$ cat config.mk
export PLATFORM = sky130hd
export DESIGN_NAME = seven_segment_frame_ctrl
export DESIGN_NICKNAME = d
export VERILOG_FILES = /design/src/rtl/seven_segment_pkg.sv /design/src/rtl/seven_segment_lz_blank.sv /design/src/rtl/seven_segment_frame_ctrl.sv
export SDC_FILE = /design/constraint.sdc
export NUM_CORES = 1
export LEC_CHECK = 0
export ABC_AREA = 1
export CORE_MARGIN = 1.5
export CORE_UTILIZATION = 40
export CTS_BUF_LIST = sky130_fd_sc_hd__clkbuf_8 sky130_fd_sc_hd__clkbuf_16
export CTS_CLUSTER_DIAMETER = 80
export DETAILED_ROUTE_END_ITERATION = 7
export PLACE_DENSITY_LB_ADDON = 0.2
export SLEW_MARGIN = 5
export SYNTH_ARGS = -nofsm -noshare
export SYNTH_HDL_FRONTEND = slang
export SYNTH_SLANG_ARGS = --single-unit
$ cat constraint.sdc
create_clock -name clk -period 2.3 [get_ports clk]
set_input_delay 0.46 -clock clk [delete_from_list [all_inputs] [get_ports clk]]
set_output_delay 0.46 -clock clk [all_outputs]
set_load 0.005 [all_outputs]
$ cat src/rtl/seven_segment_pkg.sv
// ============================================================================
// Module : seven_segment_pkg
// Brief  : Shared digit type, controller states and hex-to-segment decode.
// Rev    : 1.0
// ============================================================================
`default_nettype none

package seven_segment_pkg;

  typedef struct packed {
    logic [3:0] value;
    logic       dot;
    logic       blank;
    logic       blink;
  } digit_t;

  typedef enum logic [1:0] {
    IDLE    = 2'd0,
    PENDING = 2'd1,
    APPLY   = 2'd2
  } ctrl_state_e;

  localparam digit_t RESET_DIGIT = '{value: 4'h0, dot: 1'b0, blank: 1'b1, blink: 1'b0};

  // Segment bit0 = a .. bit6 = g, active high.
  function automatic logic [6:0] hex_to_seg(input logic [3:0] hex);
    logic [6:0] seg;
    case (hex)
      4'h0: seg = 7'h3F;
      4'h1: seg = 7'h06;
      4'h2: seg = 7'h5B;
      4'h3: seg = 7'h4F;
      4'h4: seg = 7'h66;
      4'h5: seg = 7'h6D;
      4'h6: seg = 7'h7D;
      4'h7: seg = 7'h07;
      4'h8: seg = 7'h7F;
      4'h9: seg = 7'h6F;
      4'hA: seg = 7'h77;
      4'hB: seg = 7'h7C;
      4'hC: seg = 7'h39;
      4'hD: seg = 7'h5E;
      4'hE: seg = 7'h79;
      default: seg = 7'h71;
    endcase
    return seg;
  endfunction

endpackage

`default_nettype wire

$ cat src/rtl/seven_segment_lz_blank.sv
// ============================================================================
// Module : seven_segment_lz_blank
// Brief  : Combinational leading-zero mask over the active digit array.
// Rev    : 1.0
// ============================================================================
`default_nettype none

module seven_segment_lz_blank
  import seven_segment_pkg::*;
#(
  parameter int NUM_DISPLAYS = 4
) (
  input  logic                         en_i,
  input  digit_t [NUM_DISPLAYS-1:0]    digits_i,
  output logic   [NUM_DISPLAYS-1:0]    dark_o
);

  logic higher_clear;
  logic unused_fields;

  // Scan from the most significant digit; a digit is dark while everything above it shows nothing.
  always_comb begin
    dark_o       = '0;
    higher_clear = 1'b1;
    for (int i = NUM_DISPLAYS - 1; i > 0; i--) begin
      dark_o[i]    = en_i && (digits_i[i].value == 4'h0) && higher_clear;
      higher_clear = higher_clear && ((digits_i[i].value == 4'h0) || digits_i[i].blank);
    end
  end

  assign unused_fields = ^digits_i;

endmodule

`default_nettype wire

$ cat src/rtl/seven_segment_frame_ctrl.sv
// ============================================================================
// Module : seven_segment_frame_ctrl
// Brief  : Shadow/active frame buffer with frame-aligned commit, decode and
//          leading-zero blanking. Optional blinking via SEVSEG_BLINK_EN.
// Rev    : 1.0
// ============================================================================
`default_nettype none

module seven_segment_frame_ctrl
  import seven_segment_pkg::*;
#(
  parameter int NUM_DISPLAYS   = 4,
  parameter int REFRESH_PERIOD = 100000,
  parameter int BLINK_FRAMES   = 32
) (
  input  logic                              clk,
  input  logic                              rst,
  input  logic                              wr_valid_i,
  output logic                              wr_ready_o,
  input  logic [$clog2(NUM_DISPLAYS)-1:0]   wr_index_i,
  input  logic [3:0]                        wr_value_i,
  input  logic                              wr_dot_i,
  input  logic                              wr_blank_i,
  input  logic                              wr_blink_i,
  input  logic                              commit_valid_i,
  output logic                              commit_ready_o,
  input  logic                              lz_blank_en_i,
  output logic                              pending_o,
  output logic                              frame_tick_o,
  output logic [NUM_DISPLAYS-1:0][6:0]      displays_o,
  output logic [NUM_DISPLAYS-1:0]           dots_o
);

  localparam int IDX_W = $clog2(NUM_DISPLAYS);
  localparam int CNT_W = (REFRESH_PERIOD > 1) ? $clog2(REFRESH_PERIOD) : 1;

  ctrl_state_e state_q, state_d;
  logic [CNT_W-1:0] frame_cnt_q;
  digit_t [NUM_DISPLAYS-1:0] shadow_q;
  digit_t [NUM_DISPLAYS-1:0] active_q;
  digit_t wr_digit;
  logic wr_fire;
  logic blink_on;
  logic [NUM_DISPLAYS-1:0] lz_dark;

  // Frame counter
  assign frame_tick_o = (frame_cnt_q == CNT_W'(REFRESH_PERIOD - 1));

  always_ff @(posedge clk) begin
    if (rst) begin
      frame_cnt_q <= '0;
    end else if (frame_tick_o) begin
      frame_cnt_q <= '0;
    end else begin
      frame_cnt_q <= frame_cnt_q + 1'b1;
    end
  end

  // Commit FSM
  always_ff @(posedge clk) begin
    if (rst) begin
      state_q <= IDLE;
    end else begin
      state_q <= state_d;
    end
  end

  always_comb begin
    state_d        = state_q;
    wr_ready_o     = 1'b0;
    commit_ready_o = 1'b0;
    pending_o      = 1'b0;
    case (state_q)
      IDLE: begin
        wr_ready_o     = !rst;
        commit_ready_o = !rst;
        if (commit_valid_i && commit_ready_o) begin
          state_d = PENDING;
        end
      end
      PENDING: begin
        pending_o = 1'b1;
        if (frame_tick_o) begin
          state_d = APPLY;
        end
      end
      APPLY: begin
        pending_o = 1'b1;
        state_d   = IDLE;
      end
      default: state_d = IDLE;
    endcase
  end

  // Shadow and active buffers
  assign wr_fire = wr_valid_i && wr_ready_o;

  always_comb begin
    wr_digit       = RESET_DIGIT;
    wr_digit.value = wr_value_i;
    wr_digit.dot   = wr_dot_i;
    wr_digit.blank = wr_blank_i;
`ifdef SEVSEG_BLINK_EN
    wr_digit.blink = wr_blink_i;
`else
    wr_digit.blink = 1'b0;
`endif
  end

  // Indices with no matching digit complete the handshake but write nothing.
  always_ff @(posedge clk) begin
    if (rst) begin
      shadow_q <= {NUM_DISPLAYS{RESET_DIGIT}};
    end else if (wr_fire) begin
      for (int i = 0; i < NUM_DISPLAYS; i++) begin
        if (wr_index_i == IDX_W'(i)) begin
          shadow_q[i] <= wr_digit;
        end
      end
    end
  end

  always_ff @(posedge clk) begin
    if (rst) begin
      active_q <= {NUM_DISPLAYS{RESET_DIGIT}};
    end else if (state_q == APPLY) begin
      active_q <= shadow_q;
    end
  end

`ifdef SEVSEG_BLINK_EN
  localparam int BLK_W = (BLINK_FRAMES > 1) ? $clog2(BLINK_FRAMES) : 1;

  logic [BLK_W-1:0] blink_cnt_q;
  logic             blink_phase_q;

  always_ff @(posedge clk) begin
    if (rst) begin
      blink_cnt_q   <= '0;
      blink_phase_q <= 1'b1;
    end else if (frame_tick_o) begin
      if (blink_cnt_q == BLK_W'(BLINK_FRAMES - 1)) begin
        blink_cnt_q   <= '0;
        blink_phase_q <= ~blink_phase_q;
      end else begin
        blink_cnt_q <= blink_cnt_q + 1'b1;
      end
    end
  end

  assign blink_on = blink_phase_q;
`else
  localparam int unused_blink_frames = BLINK_FRAMES;
  logic unused_blink;

  assign blink_on     = 1'b1;
  assign unused_blink = ^{wr_blink_i, active_q};
`endif

  seven_segment_lz_blank #(
    .NUM_DISPLAYS (NUM_DISPLAYS)
  ) u_lz_blank (
    .en_i     (lz_blank_en_i),
    .digits_i (active_q),
    .dark_o   (lz_dark)
  );

  // Output decode straight from the active buffer
  always_comb begin
    displays_o = '0;
    dots_o     = '0;
    for (int i = 0; i < NUM_DISPLAYS; i++) begin
      displays_o[i] = hex_to_seg(active_q[i].value);
      dots_o[i]     = active_q[i].dot;
      if (active_q[i].blank || lz_dark[i]) begin
        displays_o[i] = 7'h00;
      end
      if (active_q[i].blink && !blink_on) begin
        displays_o[i] = 7'h00;
        dots_o[i]     = 1'b0;
      end
    end
  end

endmodule

`default_nettype wire

==> qor.json, run 1 <==
{
  "slowest_stage": "clkdlybuf4s50_1",
  "clock_input_transition_at_the_sequential_cells_of_the_worst_setup_and_hold_paths_ns": 0.07,
  "power_frac_seq": 0.518,
  "net_count_final": 754,
  "detailedPlacementHpwl_um": 7340,
  "min_from": "frame_cnt_q[0]",
  "place.port_buffers": 48,
  "slew_headroom": 0.586,
  "placed_cells_incl_taps": 836,
  "yosysSeqAreaShare": 0.396,
  "synthDistinctLibCells": 37,
  "postSynthRegisterBits": 95,
  "share_of_total_power_in_combinational_logic": 0.049,
  "max_cap_viol_count": 0,
  "ff2ff_path_depth": 10,
  "global_route.usage.total": 0.167,
  "tightestPinTransition_ns": 0.616,
  "first_global_vias": 3839,
  "initial_core_util": 0.415,
  "most-common-layout-cells": "nor2_1 (160), dfxtp_1 (92), inv_1 (82)",
  "die_y_um": 113,
  "floorplan.io_pins": 50,
  "finalNonFillerCells": 854,
  "critical_path.top_delay_family": "buffers and inverters",
  "clock_sink_count": 95,
  "fin_crit_sh": 0.963,
  "synthesis.area_per_instance_um2": 7.35,
  "final-setup-viol-count": 0,
  "powerDensity_nw_per_um2": 565,
  "gr-total-overflow": 0,
  "detailroute.via_count": 4016,
  "regToRegSetupSlack_ns": 0.25,
  "initial_antenna_violation_count": 0,
  "worst_setup_path_start_kind": "register",
  "cp.buffers_inverters": 2,
  "detail_route.drc_violations": 4,
  "h-tree-depth": 3,
  "detailedPlace.worstSlack_ns": -0.152,
  "rr_startpoint": "state_q[0]",
  "clock.fmax_ghz": 0.452,
  "violations": "design-rule violations",
  "postSynthCellCount": 653,
  "criticalPathCategory": "register to output pin",
  "worst_ep_required_time_ns": 1.84,
  "cpPeakStageDelay_ns": 0.50,
  "worst_slack_ns": 0.0858,
  "layout.cells.most_common": "nor2_1",
  "hold_end": "frame_cnt_q[0]",
  "report.final.hold_viol_count": 0,
  "area_growth_pct": 20.0,
  "finalWirelength_um": 10000,
  "std_cell_rows": 39,
  "min_path_type": "register to register",
  "period_needed_ns": 2.21,
  "cts_hold_buffers": 0,
  "netlist_area_um2": 4800,
  "irDropWorstVdd_uv": 360,
  "chipWidth_um": 113,
  "p_int_mw": 2.50,
  "arrival_ns": 1.75,
  "cts_made_buffers": 9,
  "outcome": "finished with violations",
  "clockRootBuffer": "clkbuf_16",
  "crit_path_launch": "frame_cnt_q[0]",
  "routedWlPerCell_um": 11.7,
  "cp-end-kind": "output pin",
  "grt_pass1_wl_um": 17200,
  "antenna_cells": 0,
  "mappedNetlistNets": 701,
  "detailedRoute.firstPassIterationCount": 8,
  "yosysTopAreaCell": "dfxtp_1",
  "finalWeightedCongestion": 0.870,
  "grt_setup_unrepaired": "no",
  "clock_latency_ns": 0.35,
  "core_area_um2": 11600,
  "fraction_of_final_layout_cells_with_drive_strength_greater_than_1": 0.124,
  "timing_max_transition_violations_final": 0,
  "pin_count_of_the_biggest_net_entering_global_routing": 35,
  "synth.top_cell.area_share": 0.396,
  "vias_per_cell": 4.70,
  "power_leakage_nw": 2.79,
  "detailedRoute.firstIterationViolations": 234,
  "max-clock-path-buffers": 2,
  "timing.hold.worst_path_depth": 1,
  "die_area_um2": 12700,
  "tritoncts": "yes",
  "net-switching-power_mw": 0.750,
  "synth.top_cells.by_area": "dfxtp_1 (40%), nor2_1 (13%), ha_1 (8.9%)",
  "power_frac_clock": 0.433,
  "fin_worst_skew_ns": 0.0115,
  "worstPathCellList": "ha_2 > nand3_2 > inv_2 > and3_1 > clkdlybuf4s50_1",
  "ys_warn_count": 0,
  "ant_nets": 0,
  "total_power_mw": 3.25,
  "num-fill-cells": 1136,
  "power_switching_share": 0.231,
  "critical_path.max_fanout": 4
}
## layout make-up
type | instances | area (um^2) | share of cell area
Clock inverter | 6 | 43.8 | 0.00761
Timing Repair Buffer | 60 | 584 | 0.102
Tap cell | 143 | 179 | 0.0311
Multi-Input combinational cell | 442 | 2430 | 0.423
Sequential cell | 95 | 1910 | 0.331
Clock buffer | 10 | 239 | 0.0415
Inverter | 98 | 370 | 0.0644
## power groups by stage
| stage | logic [mW] | clock network (mW) | registers, mW |
|---|---|---|---|
| finish | 0.161 | 1.41 | 1.68 |
| global route | 0.180 | 1.52 | 1.69 |
| CTS | 0.162 | 1.44 | 1.68 |
| floorplan | 0.0959 | 0 | 1.72 |
| detailed placement | 0.160 | 0 | 1.72 |
| global placement | 0.156 | 0 | 1.72 |
## cell families (layout without fill, tap and decap cells)
group	count (synthesis)	count (layout)	share of synthesized area
AO/OA/AOI/OAI	95	95	0.118
XOR/XNOR	6	6	0.0110
adder cells (fa/ha/maj)	34	34	0.0887
buffers and inverters	116	174	0.105
flip-flops	95	95	0.396
AND/OR/NAND/NOR	307	307	0.280
## per-layer routing
metal | routed length (um) | vias to the layer above | track usage | part of all wire
li1 | - | 2133 | - | -
met5 | 0 | - | 0 | 0
met1 | 4930 | 1794 | 0.218 | 0.49
met3 | 382 | 14 | 0.0286 | 0.038
met4 | 176 | 0 | 0.0684 | 0.018
met2 | 4530 | 75 | 0.274 | 0.45
## metrics by stage
step	setup TNS, ns	hold WS (ns)	utilization	instance area, um^2
2_1_floorplan	0	0.417	-	4800
3_3_place_gp	-1.29	0.433	0.468	5410
3_5_place_dp	-2.01	0.439	0.468	5410
4_1_cts	0	0.455	0.493	5700
5_1_grt	0	0.429	0.498	5750
6_report	0	0.424	0.498	5750
## repair_timing
item | 4_1_cts | 5_1_grt
pin swaps | 1 | 1
buffers inserted | 0 | 2
resized for setup | 4 | 12
endpoints found under the setup margin | 22 | 33
## synthesized netlist by cell type, drive strengths merged
cell type and count:
inv 98, xor2 6, ha 34, a21oi 11, dfxtp 95, o22ai 8, buf 15, and3 1
nor3 20, o21ai 67, nand4 5, o211ai 4, nor3b 3, clkbuf 3, nand2 90, a31o 1
o21a 4, or2 6, nand3b 1, nand3 17, nor2 164
## worst reg2reg max path, delay by kind of cell, from the launching register on
family	cells	cell delay [ns]
flip-flops	1	0.32
adder cells (fa/ha/maj)	2	0.56
buffers and inverters	4	0.41
AO/OA/AOI/OAI	1	0.21
AND/OR/NAND/NOR	3	0.44
## worst max-delay path by stage
| stage | to | slack (ns) | depth (start not counted) |
|---|---|---|---|
| 2_1_floorplan | register | 0.47 | 11 |
| 5_1_grt | frame_tick_o | 0.002 | 4 |
| 4_1_cts | frame_tick_o | 0.02 | 5 |
| 3_5_place_dp | displays_o[10] | -0.15 | 6 |
| 3_3_place_gp | displays_o[11] | -0.12 | 6 |
| 6_report | frame_tick_o | 0.09 | 5 |
Power figures use the tool's default switching activity.
==> run 2, diff against run 1 <==
CTS_CLUSTER_SIZE = 12   (was not set)
RECOVER_POWER = 25   (was not set)
==> qor.json, run 2 (synthesis gave the netlist of run 1 again) <==
{
  "pin_count_of_the_biggest_net_entering_global_routing": 35,
  "place.port_buffers": 48,
  "max-clock-path-buffers": 2,
  "final-setup-viol-count": 0,
  "tritoncts": "yes",
  "clockRootBuffer": "clkbuf_16",
  "max_cap_viol_count": 0,
  "fin_worst_skew_ns": 0.0128,
  "core_area_um2": 11600,
  "fraction_of_final_layout_cells_with_drive_strength_greater_than_1": 0.113,
  "criticalPathCategory": "input port to output pin",
  "critical_path.max_fanout": 3,
  "power_leakage_nw": 2.78,
  "initial_antenna_violation_count": 0,
  "detailroute.via_count": 4007,
  "h-tree-depth": 3,
  "detailedRoute.firstPassIterationCount": 8,
  "fin_crit_sh": 0.973,
  "total_power_mw": 3.26,
  "cpPeakStageDelay_ns": 0.63,
  "ant_nets": 0,
  "first_global_vias": 3839,
  "worst_ep_required_time_ns": 1.84,
  "clock.fmax_ghz": 0.447,
  "gr-usage-met2": 0.274,
  "die_area_um2": 12700,
  "std_cell_rows": 39,
  "grt_setup_unrepaired": "no",
  "cts_made_buffers": 9,
  "floorplan.io_pins": 50,
  "critical_path.top_delay_family": "buffers and inverters",
  "most-common-layout-cells": "nor2_1 (161), dfxtp_1 (92), nand2_1 (84)",
  "area_growth_pct": 19.4,
  "multi_input_comb_area_um2": 2410,
  "antenna_cells": 0,
  "routedWlPerCell_um": 11.8,
  "num-fill-cells": 1140,
  "violations": "design-rule violations",
  "period_needed_ns": 2.24,
  "clock_input_transition_at_the_sequential_cells_of_the_worst_setup_and_hold_paths_ns": 0.07,
  "initial_core_util": 0.415,
  "cp-end-kind": "output pin",
  "vias_per_cell": 4.69,
  "tightestPinTransition_ns": 0.616,
  "worst_setup_path_start_kind": "input port",
  "seqCellArea_um2": 1910,
  "slowest_stage": "dlygate4sd3_1",
  "cts_hold_buffers": 0,
  "finalWeightedCongestion": 0.870,
  "slew_headroom": 0.586,
  "cp.buffers_inverters": 2,
  "layout.cells.most_common": "nor2_1",
  "clock_sink_count": 95,
  "min_path_type": "register to register",
  "clock_latency_ns": 0.35,
  "detail_route.drc_violations": 4,
  "arrival_ns": 1.78,
  "net_count_final": 754,
  "top_usage_layer": "met2",
  "grtUsageMet3": 0.0286,
  "chipWidth_um": 113,
  "detailedPlacementHpwl_um": 7340,
  "outcome": "finished with violations",
  "powerDensity_nw_per_um2": 569,
  "use_met1": 0.218,
  "worst_slack_ns": 0.0612,
  "irDropWorstVdd_uv": 341,
  "report.final.hold_viol_count": 0,
  "finalSetupTns_ns": 0,
  "finalWirelength_um": 10100,
  "timing_max_transition_violations_final": 0,
  "detailedRoute.firstIterationViolations": 228,
  "detailedPlace.worstSlack_ns": -0.152,
  "grt_pass1_wl_um": 17200,
  "gr-total-overflow": 0,
  "die_y_um": 113,
  "global_route.usage.total": 0.167,
  "worstPathCellList": "dlygate4sd3_1 > nor2_4 > clkdlybuf4s50_1"
}
[run 2: repair_timing]
item                                    CTS  global route
buffers inserted                          0             2
gates resized for setup                   4            12
endpoints found under the setup margin   22            33
pin swaps                                 1             1
[run 2: worst paths after layout]
check,depth (start not counted),slack [ns],endpoint,start
worst max-delay path,3,0.06,commit_ready_o,rst
worst min-delay path,1,0.42,frame_cnt_q[0],frame_cnt_q[0]
worst max register to register,10,0.23,register,state_q[0]
worst min register to register,1,0.42,frame_cnt_q[0],frame_cnt_q[0]
[run 2: stage by stage]
stage | hold slack (ns) | instance area, um^2 | utilization | cells
6_report | 0.424 | 5730 | 0.495 | 854
5_1_grt | 0.429 | 5730 | 0.495 | 854
4_1_cts | 0.455 | 5700 | 0.493 | 852
3_5_place_dp | 0.439 | 5410 | 0.468 | 836
3_3_place_gp | 0.433 | 5410 | 0.468 | 836
2_1_floorplan | 0.417 | 4800 | - | 653
[run 2: worst register-to-register path: cells and delay by family, from the launching register on]
family / cells / cell delay [ns]
AND/OR/NAND/NOR: 4 / 0.63
adder cells (fa/ha/maj): 2 / 0.57
buffers and inverters: 3 / 0.37
flip-flops: 1 / 0.33
AO/OA/AOI/OAI: 1 / 0.11
[run 2: final cells by class]
class                           count  area share
Multi-Input combinational cell    442       0.421
Sequential cell                    95       0.333
Timing Repair Buffer               60       0.101
Inverter                           98      0.0647
Clock buffer                       10      0.0417
Tap cell                          143      0.0313
Clock inverter                      6     0.00765
[run 2: where the power goes]
part           switching [mW]  internal (mW)
combinational          0.0948         0.0644
sequential             0.0156           1.67
clock                   0.645          0.768
total                   0.755           2.50
[run 2: layer usage]
metal / wire length [um] / share of wire
met1: 4940 / 0.49
met2: 4620 / 0.46
met3: 357 / 0.035
met4: 143 / 0.014
met5: 0 / 0
==> run 3, diff against run 2 <==
SETUP_SLACK_MARGIN = 0.1   (was not set)
==> qor.json, run 3 (synthesis gave the netlist of run 1 again) <==
{
  "die_y_um": 113,
  "max-clock-path-buffers": 2,
  "placed_area_um2": 5410,
  "rr_startpoint": "state_q[0]",
  "tightestPinTransition_ns": 0.613,
  "period_needed_ns": 2.19,
  "place.port_buffers": 48,
  "finalWirelength_um": 10100,
  "timing_max_transition_violations_final": 0,
  "clock_sink_count": 95,
  "area_growth_pct": 20.9,
  "timing.hold.worst_path_depth": 2,
  "core_area_um2": 11600,
  "cp-end-kind": "output pin",
  "layout.cells.most_common": "nor2_1",
  "ant_nets": 0,
  "grt_pass1_wl_um": 17400,
  "post-route-cell-area_um2": 5800,
  "critical_path.max_fanout": 7,
  "ff2ff_path_depth": 10,
  "detailedPlace.worstSlack_ns": -0.152,
  "antenna_cells": 0,
  "final-setup-viol-count": 0,
  "pin_count_of_the_biggest_net_entering_global_routing": 35,
  "worst_hold_slack_ns": 0.462,
  "clock_input_transition_at_the_sequential_cells_of_the_worst_setup_and_hold_paths_ns": 0.07,
  "routedWlPerCell_um": 11.8,
  "criticalPathCategory": "register to output pin",
  "clock_latency_ns": 0.35,
  "max_cap_viol_count": 0,
  "detailedRoute.firstIterationViolations": 245,
  "placed_cells_incl_taps": 836,
  "std_cell_rows": 39,
  "global_route.usage.total": 0.168,
  "cts_hold_buffers": 0,
  "total_power_mw": 3.26,
  "tritoncts": "yes",
  "wl_met2_um": 4640,
  "min_from": "shadow_q[17]",
  "finalWeightedCongestion": 0.870,
  "arrival_ns": 1.73,
  "vias_per_cell": 4.73,
  "finalNonFillerCells": 861,
  "detailroute.via_count": 4076,
  "detail_route.drc_violations": 4,
  "cts_made_buffers": 9,
  "finalSetupTns_ns": 0,
  "outcome": "finished with violations",
  "dr_wl_met3_um": 323,
  "met1_wire_length_um": 4990,
  "worst_ep_required_time_ns": 1.84,
  "top_signal_layer_used": "met4",
  "slew_headroom": 0.588,
  "fraction_of_final_layout_cells_with_drive_strength_greater_than_1": 0.135,
  "gr-total-overflow": 0,
  "clock.fmax_ghz": 0.457,
  "grt_setup_unrepaired": "yes",
  "floorplan.io_pins": 50,
  "hold_end": "shadow_q[17]",
  "detailedPlacementHpwl_um": 7340,
  "min_path_type": "register to register",
  "finish.utilization": 0.502,
  "net_count_final": 761,
  "most-common-layout-cells": "nor2_1 (158), dfxtp_1 (88), inv_1 (82)",
  "fin_worst_skew_ns": 0.0122,
  "initial_core_util": 0.415,
  "clockRootBuffer": "clkbuf_16",
  "power_leakage_nw": 2.90,
  "detailedRoute.firstPassIterationCount": 8,
  "report.final.hold_viol_count": 0,
  "die_area_um2": 12700,
  "initial_antenna_violation_count": 0,
  "regToRegSetupSlack_ns": 0.25,
  "violations": "design-rule violations",
  "fin_crit_sh": 0.952,
  "worst_slack_ns": 0.111,
  "powerDensity_nw_per_um2": 561,
  "worst_setup_path_start_kind": "register",
  "h-tree-depth": 3,
  "irDropWorstVdd_uv": 360,
  "chipWidth_um": 113,
  "first_global_vias": 3855
}
[run 3: cell types whose count changed in the layout (fill, tap and decap cells not counted), moves of 2 or more]
cell and delta:
dlygate4sd2_1 +11, dlymetal6s2s_1 +2, clkdlybuf4s50_1 -12, nand2_1 -3, dfxtp_2 +4, nor2_2 +2, nand2_2 +3, dfxtp_1 -4
buf_4 +7, nor2_1 -3
[run 3: cell type report]
class                           instances  area, um^2
Clock inverter                          6        43.8
Tap cell                              143         179
Multi-Input combinational cell        442        2440
Inverter                               98         370
Clock buffer                           10         239
Sequential cell                        95        1910
Timing Repair Buffer                   67         622
Fill cell                            1152        5760
[run 3: worst max-delay path by stage]
stage	cells past startpoint	endpoint	startpoint
2_1_floorplan	11	register	state_q[0]
3_3_place_gp	6	displays_o[11]	lz_blank_en_i
3_5_place_dp	6	displays_o[10]	lz_blank_en_i
4_1_cts	7	displays_o[19]	active_q[25]
5_1_grt	7	displays_o[19]	active_q[24]
6_report	7	displays_o[19]	active_q[25]
[run 3: worst max-delay path: stages (launching register included)]
cell	delay (ns)
dfxtp_2	0.36
nor2_4	0.04
nand2_1	0.07
nand2_2	0.07
nand4_1	0.12
nand2_4	0.10
nor2_1	0.11
clkdlybuf4s50_1	0.51
[run 3: what timing repair did]
action,4_1_cts,5_1_grt
buffers inserted,3,6
gates resized for setup,27,14
setup endpoints to repair,25,17
pin swaps,7,2
[run 3: per-layer routing]
layer	GRT usage	vias to the layer above
li1	-	2152
met1	0.220	1835
met2	0.276	71
met3	0.0286	18
met4	0.0684	0
met5	0	-
[run 3: power breakdown]
part           internal (mW)  total (mW)  leakage [nW]  switching (mW)
Combinational         0.0676       0.163          1.99          0.0955
Clock                  0.768        1.41         0.139           0.640
Sequential              1.67        1.69         0.772          0.0173
